==> src/rtl/eth_pcs_params_pkg.sv <==
// Shared constants, types and helpers for the PCS RX block path.
// Sync headers are written bit0-first, matching the gearbox bit order.
package eth_pcs_params;

    localparam int W_SYNC        = 2;
    localparam int W_BLK         = 64;
    localparam int W_DATA_DFLT   = 32;
    localparam int WORDS_PER_BLK = W_BLK / W_DATA_DFLT;

    localparam int SCR_TAP_A = 39;
    localparam int SCR_TAP_B = 58;

    localparam logic [W_SYNC-1:0] HDR_DATA = 2'b10;
    localparam logic [W_SYNC-1:0] HDR_CTRL = 2'b01;

    typedef enum logic [1:0] {
        ST_IDLE    = 2'd0,
        ST_COLLECT = 2'd1,
        ST_EMIT    = 2'd2
    } rx_state_e;

    function automatic logic hdr_is_bad(input logic [W_SYNC-1:0] hdr);
        return !((hdr == HDR_DATA) || (hdr == HDR_CTRL));
    endfunction

endpackage

==> src/rtl/eth_pcs_descrambler_core.sv <==
// Self-synchronous 1 + x^39 + x^58 descrambler, W_DATA bits per valid cycle.
// Output is combinational from the current word and the stored history.
module eth_pcs_descrambler_core
    import eth_pcs_params::*;
#(
    parameter int W_DATA = 32
) (
    input  logic              i_clk,
    input  logic              i_reset,
    input  logic              i_valid,
    input  logic [W_DATA-1:0] i_data,
    output logic [W_DATA-1:0] o_data
);

    // r_state[SCR_TAP_B-1] is the most recently received scrambled bit.
    logic [SCR_TAP_B-1:0]        r_state;
    logic [W_DATA+SCR_TAP_B-1:0] w_hist;

    assign w_hist = {i_data, r_state};

    always_comb begin
        o_data = '0;
        for (int j = 0; j < W_DATA; j++) begin
            o_data[j] = w_hist[SCR_TAP_B + j]
                      ^ w_hist[SCR_TAP_B - SCR_TAP_A + j]
                      ^ w_hist[j];
        end
    end

    always_ff @(posedge i_clk) begin
        if (i_reset) begin
            r_state <= '0;
        end else if (i_valid) begin
            r_state <= w_hist[W_DATA+SCR_TAP_B-1 -: SCR_TAP_B];
        end
    end

endmodule

==> src/rtl/eth_pcs_rx_descrambler.sv <==
// Descrambles gearbox payload words and reassembles them with their sync
// header into 66b blocks, flagging bad headers and block misalignment.
module eth_pcs_rx_descrambler
    import eth_pcs_params::*;
#(
    parameter int W_DATA = 32
) (
    input  logic              i_clk,
    input  logic              i_reset,
    input  logic              i_rx_lock,
    input  logic              i_grbx_hdr_valid,
    input  logic [W_SYNC-1:0] i_grbx_hdr,
    input  logic              i_grbx_data_valid,
    input  logic [W_DATA-1:0] i_grbx_data,
    output logic              o_blk_valid,
    output logic [W_SYNC-1:0] o_blk_hdr,
    output logic [W_BLK-1:0]  o_blk_data,
    output logic              o_blk_hdr_err,
    output logic              o_align_err,
    output rx_state_e         o_dbg_state
);

    localparam int WPB   = W_BLK / W_DATA;
    localparam int W_IDX = (WPB > 1) ? $clog2(WPB) : 1;
    localparam logic [W_IDX-1:0] LAST_IDX = W_IDX'(WPB - 1);

    rx_state_e         r_state;
    logic [W_IDX-1:0]  r_idx;
    logic [W_SYNC-1:0] r_hdr;
    logic              r_pend;
    logic [W_BLK-1:0]  r_payload;

    logic [W_DATA-1:0] w_desc;
    logic [W_BLK-1:0]  w_payload;
    logic              w_collecting;
    logic              w_last;

    eth_pcs_descrambler_core #(.W_DATA(W_DATA)) u_core (
        .i_clk   (i_clk),
        .i_reset (i_reset),
        .i_valid (i_grbx_data_valid),
        .i_data  (i_grbx_data),
        .o_data  (w_desc)
    );

    // EMIT with a header captured alongside the last word already owns the next block.
    assign w_collecting = (r_state == ST_COLLECT) || ((r_state == ST_EMIT) && r_pend);
    assign w_last       = w_collecting && i_grbx_data_valid && (r_idx == LAST_IDX);
    assign o_dbg_state  = r_state;

    always_comb begin
        w_payload = r_payload;
        w_payload[r_idx*W_DATA +: W_DATA] = w_desc;
    end

    always_ff @(posedge i_clk) begin
        if (i_reset) begin
            r_state       <= ST_IDLE;
            r_idx         <= '0;
            r_hdr         <= '0;
            r_pend        <= 1'b0;
            r_payload     <= '0;
            o_blk_valid   <= 1'b0;
            o_blk_hdr     <= '0;
            o_blk_data    <= '0;
            o_blk_hdr_err <= 1'b0;
            o_align_err   <= 1'b0;
        end else begin
            o_blk_valid <= 1'b0;
            o_align_err <= 1'b0;
            if (!i_rx_lock) begin
                r_state <= ST_IDLE;
                r_idx   <= '0;
                r_pend  <= 1'b0;
            end else if (w_collecting) begin
                if (i_grbx_data_valid) begin
                    r_payload <= w_payload;
                end
                if (w_last) begin
                    o_blk_valid   <= 1'b1;
                    o_blk_hdr     <= r_hdr;
                    o_blk_data    <= w_payload;
                    o_blk_hdr_err <= hdr_is_bad(r_hdr);
                    r_state       <= ST_EMIT;
                    r_pend        <= i_grbx_hdr_valid;
                    r_idx         <= '0;
                    if (i_grbx_hdr_valid) begin
                        r_hdr <= i_grbx_hdr;
                    end
                end else if (i_grbx_hdr_valid) begin
                    // A header before the block completes means we lost alignment.
                    o_align_err <= (r_idx != '0);
                    r_hdr       <= i_grbx_hdr;
                    r_idx       <= '0;
                    r_state     <= ST_COLLECT;
                    r_pend      <= 1'b0;
                end else begin
                    if (i_grbx_data_valid) begin
                        r_idx <= r_idx + 1'b1;
                    end
                    r_state <= ST_COLLECT;
                    r_pend  <= 1'b0;
                end
            end else begin
                r_pend <= 1'b0;
                r_idx  <= '0;
                if (i_grbx_hdr_valid) begin
                    r_hdr   <= i_grbx_hdr;
                    r_state <= ST_COLLECT;
                end else begin
                    r_state <= ST_IDLE;
                end
            end
        end
    end

endmodule
==> config.mk <==
export PLATFORM = sky130hd
export DESIGN_NAME = eth_pcs_rx_descrambler
export DESIGN_NICKNAME = d
export VERILOG_FILES = /design/src/rtl/eth_pcs_params_pkg.sv /design/src/rtl/eth_pcs_descrambler_core.sv /design/src/rtl/eth_pcs_rx_descrambler.sv
export SDC_FILE = /design/constraint.sdc
export NUM_CORES = 1
export LEC_CHECK = 0
export BUFFER_PORTS_ARGS = -buffer_cell sky130_fd_sc_hd__buf_2
export CORE_MARGIN = 2
export CORE_UTILIZATION = 61
export CTS_CLUSTER_DIAMETER = 100
export DETAILED_ROUTE_END_ITERATION = 6
export PLACE_DENSITY = 0.92
export RECOVER_POWER = 50
export SETUP_SLACK_MARGIN = 0.02
export SLEW_MARGIN = 25
export SYNTH_ARGS = -nofsm -noshare
export SYNTH_HDL_FRONTEND = slang
export SYNTH_SLANG_ARGS = --single-unit
==> constraint.sdc <==
create_clock -name i_clk -period 4.6 [get_ports i_clk]
set_input_delay 0.23 -clock i_clk [delete_from_list [all_inputs] [get_ports i_clk]]
set_output_delay 0.23 -clock i_clk [all_outputs]
set_load 0.05 [all_outputs]
==> results_dict.tcl <==
set metrics [dict create \
    hold_buffers 0 \
    ctsRootBufferMaster "clkbuf_16" \
    arrival_ns 3.56 \
    max-cap-violations 1 \
    fin_crit_sh_pct 70.4 \
    ios 110 \
    final_area_um2 8950 \
    synthTopCellsByArea "dfxtp_1, xor3_1, nand3_1, nor2b_1, mux2i_1" \
    area_growth_pct 12.0 \
    grt_pass1_wl_um 30700 \
    die_y_um 118 \
    wl_per_cell_um 18.6 \
    path_max_fanout 107 \
    design_power_total_mw 3.26 \
    gr-total-overflow 0 \
    die_area_um2 14000 \
    gp_congestion 0.833 \
    min-delay-start "i_grbx_data[7]" \
    relSlewSlack_pct -37.9 \
    synth_ff_type "dfxtp_1" \
    io_buffer_count 109 \
    worstMarginPinSlew_ns 2.07 \
    final_antenna_net_count 0 \
    vdd_drop_max_mv 0.270 \
    rows 41 \
    min_path_type "primary input to flop" \
    worstSetupStartpoint "i_reset" \
    postCtsSetupRepairBufs 0 \
    cp.required_ns 4.92 \
    fin_nets 909 \
    hold_violations 0 \
    setup_viol 0 \
    max_freq_mhz 309 \
    cts.clk_slew.worst_paths_ns 0.06 \
    die_width_um 118 \
    syn_area_per_cell_um2 9.74 \
    antenna_found_initial 0 \
    fp.coreArea_um2 12700 \
    drt_iter0_drc 1006 \
    synth_edf_count 0 \
    cts.repair.resized 0 \
    synth_most_common_cell "dfxtp_1" \
    antenna_cells 0 \
    synth_area_um2 8000 \
    worst_setup_path_end_kind "flop" \
    yosysTopAreaCellShare_pct 41.1 \
    initial_core_util_pct 62.9 \
    synthTopCellsByCount "dfxtp_1, nand3_1, nor2b_1, nand2_1, o2111ai_1" \
    synth.distinct_cells 31 \
    num_vias 6411 \
    rr_startpoint "o_dbg_state[0]" \
    skew_ns 0.00780 \
    cellPowerDensity_nw_per_um2 365 \
    fin_crit_ns 3.24 \
    cts_sinks 164 \
    grt_max_degree 108 \
    placed_cell_area_um2 8440 \
    tns_ns 0 \
    htree_levels 4 \
    track_usage_pct 27.8 \
    status "finished, violations left" \
    drv_slew 108 \
    cts_buffer_depth 2 \
    syn-instance-count 821 \
    insertion_delay_ns 0.44 \
    cts_tree "yes" \
    totalWireLength_um 19500 \
    yosys.area.top_type "dfxtp_1" \
    drive_gt1_share_pct 13.4 \
    crit_type "primary input to flop" \
    grt_pass1_vias 5970 \
    drt_pass1_iterations 6 \
    violations "max-capacitance violations, max-slew violations" \
    fill_cells 950 \
    rsz0062_at_grt "no" \
    yosysSeqAreaShare_pct 41.1 \
    yosysWarnings 0 \
    ys_ff_latch 164 \
    via_per_inst 6.09 \
    synthesis.nets 860 \
    detailedPlacementHpwl_um 12700 \
    async_reset_ff_share_pct 0 \
    drc 0 \
    critPathLaunchType "primary input" \
    leakage_nw 3.75 \
    numCtsBuffers 17 \
]
## flip-flops by register name, summed over array words and instances (netlist names)
signal	flops
o_dbg_state	1
r_payload	32
o_blk_valid	1
u_core.r_state	58
o_blk_hdr	2
o_align_err	1
o_blk_hdr_err	1
o_blk_data	64
r_pend	1
r_hdr	2
r_idx	1
## cells by family (layout without fill, tap and decap cells)
group	Yosys count	count (layout)	share of synthesized area [%]
xor+xnor	34	34	9.73
compound gates	72	72	8.00
mux	93	93	13.1
buf+inv	88	148	5.05
flops	164	164	41.1
simple gates	370	370	23.1
## power by group
part / internal (mW) / total [mW] / switching (mW) / leakage, nW
sequential: 1.46 / 1.48 / 0.0257 / 1.33
clock: 0.912 / 1.48 / 0.569 / 0.288
combinational: 0.126 / 0.297 / 0.171 / 2.14
## cell usage in the layout, fill, tap and decap left out, types with 2 or more instances in the layout
cell type	count
and2_1	2
mux2_4	20
nand2_1	68
nand3_1	130
clkbuf_2	2
buf_2	39
clkinv_2	3
a21oi_1	2
nor2b_1	97
clkbuf_1	70
xor3_1	32
bufinv_16	4
buf_4	9
nand2b_1	4
clkbuf_16	17
clkinvlp_4	3
nand4b_1	2
o2111ai_1	64
mux2i_1	60
mux2_2	13
dfxtp_1	164
nor2_1	61
## per-layer routing
metal  GRT usage, %  part of all wire (%)  routed length (µm)
met5              0                     0                   0
met4           12.6                   3.2                 622
met3           8.20                   9.5                1850
met2           40.7                    45                8880
met1           38.0                    42                8190
## final timing paths
check	to	depth (start not counted)	slack, ns
max reg2reg	o_blk_data[0]	4	2.20
max	o_blk_data[12]	4	1.36
min reg2reg	o_blk_hdr[1]	2	0.48
min	u_core.r_state[33]	3	0.05
## stage by stage
stage               hold slack [ns]  utilization, %  std cells  worst slack (ns)
floorplan                     0.313               -        821              2.79
global placement              0.462            66.3       1023              2.18
detailed placement            0.476            66.3       1023              2.10
CTS                          0.0589            71.1       1053              2.24
global route                 0.0802            70.4       1053              1.09
finish                       0.0549            70.4       1053              1.36
## final cells by class
| type | instances | area, µm² | share of cell area, % |
|---|---|---|---|
| timing repair buffer | 118 | 528 | 5.90 |
| clock inverter | 10 | 158 | 1.76 |
| multi-input combinational | 569 | 4320 | 48.3 |
| tap | 172 | 215 | 2.40 |
| sequential | 164 | 3280 | 36.7 |
| clock buffer | 20 | 447 | 4.99 |
## worst max-delay path, stage by stage
cell      delay (ns)
clkbuf_2        0.93
clkbuf_2        1.65
nor2b_1         0.31
mux2_4          0.39
No activity file was read; power rests on OpenSTA's default activity.
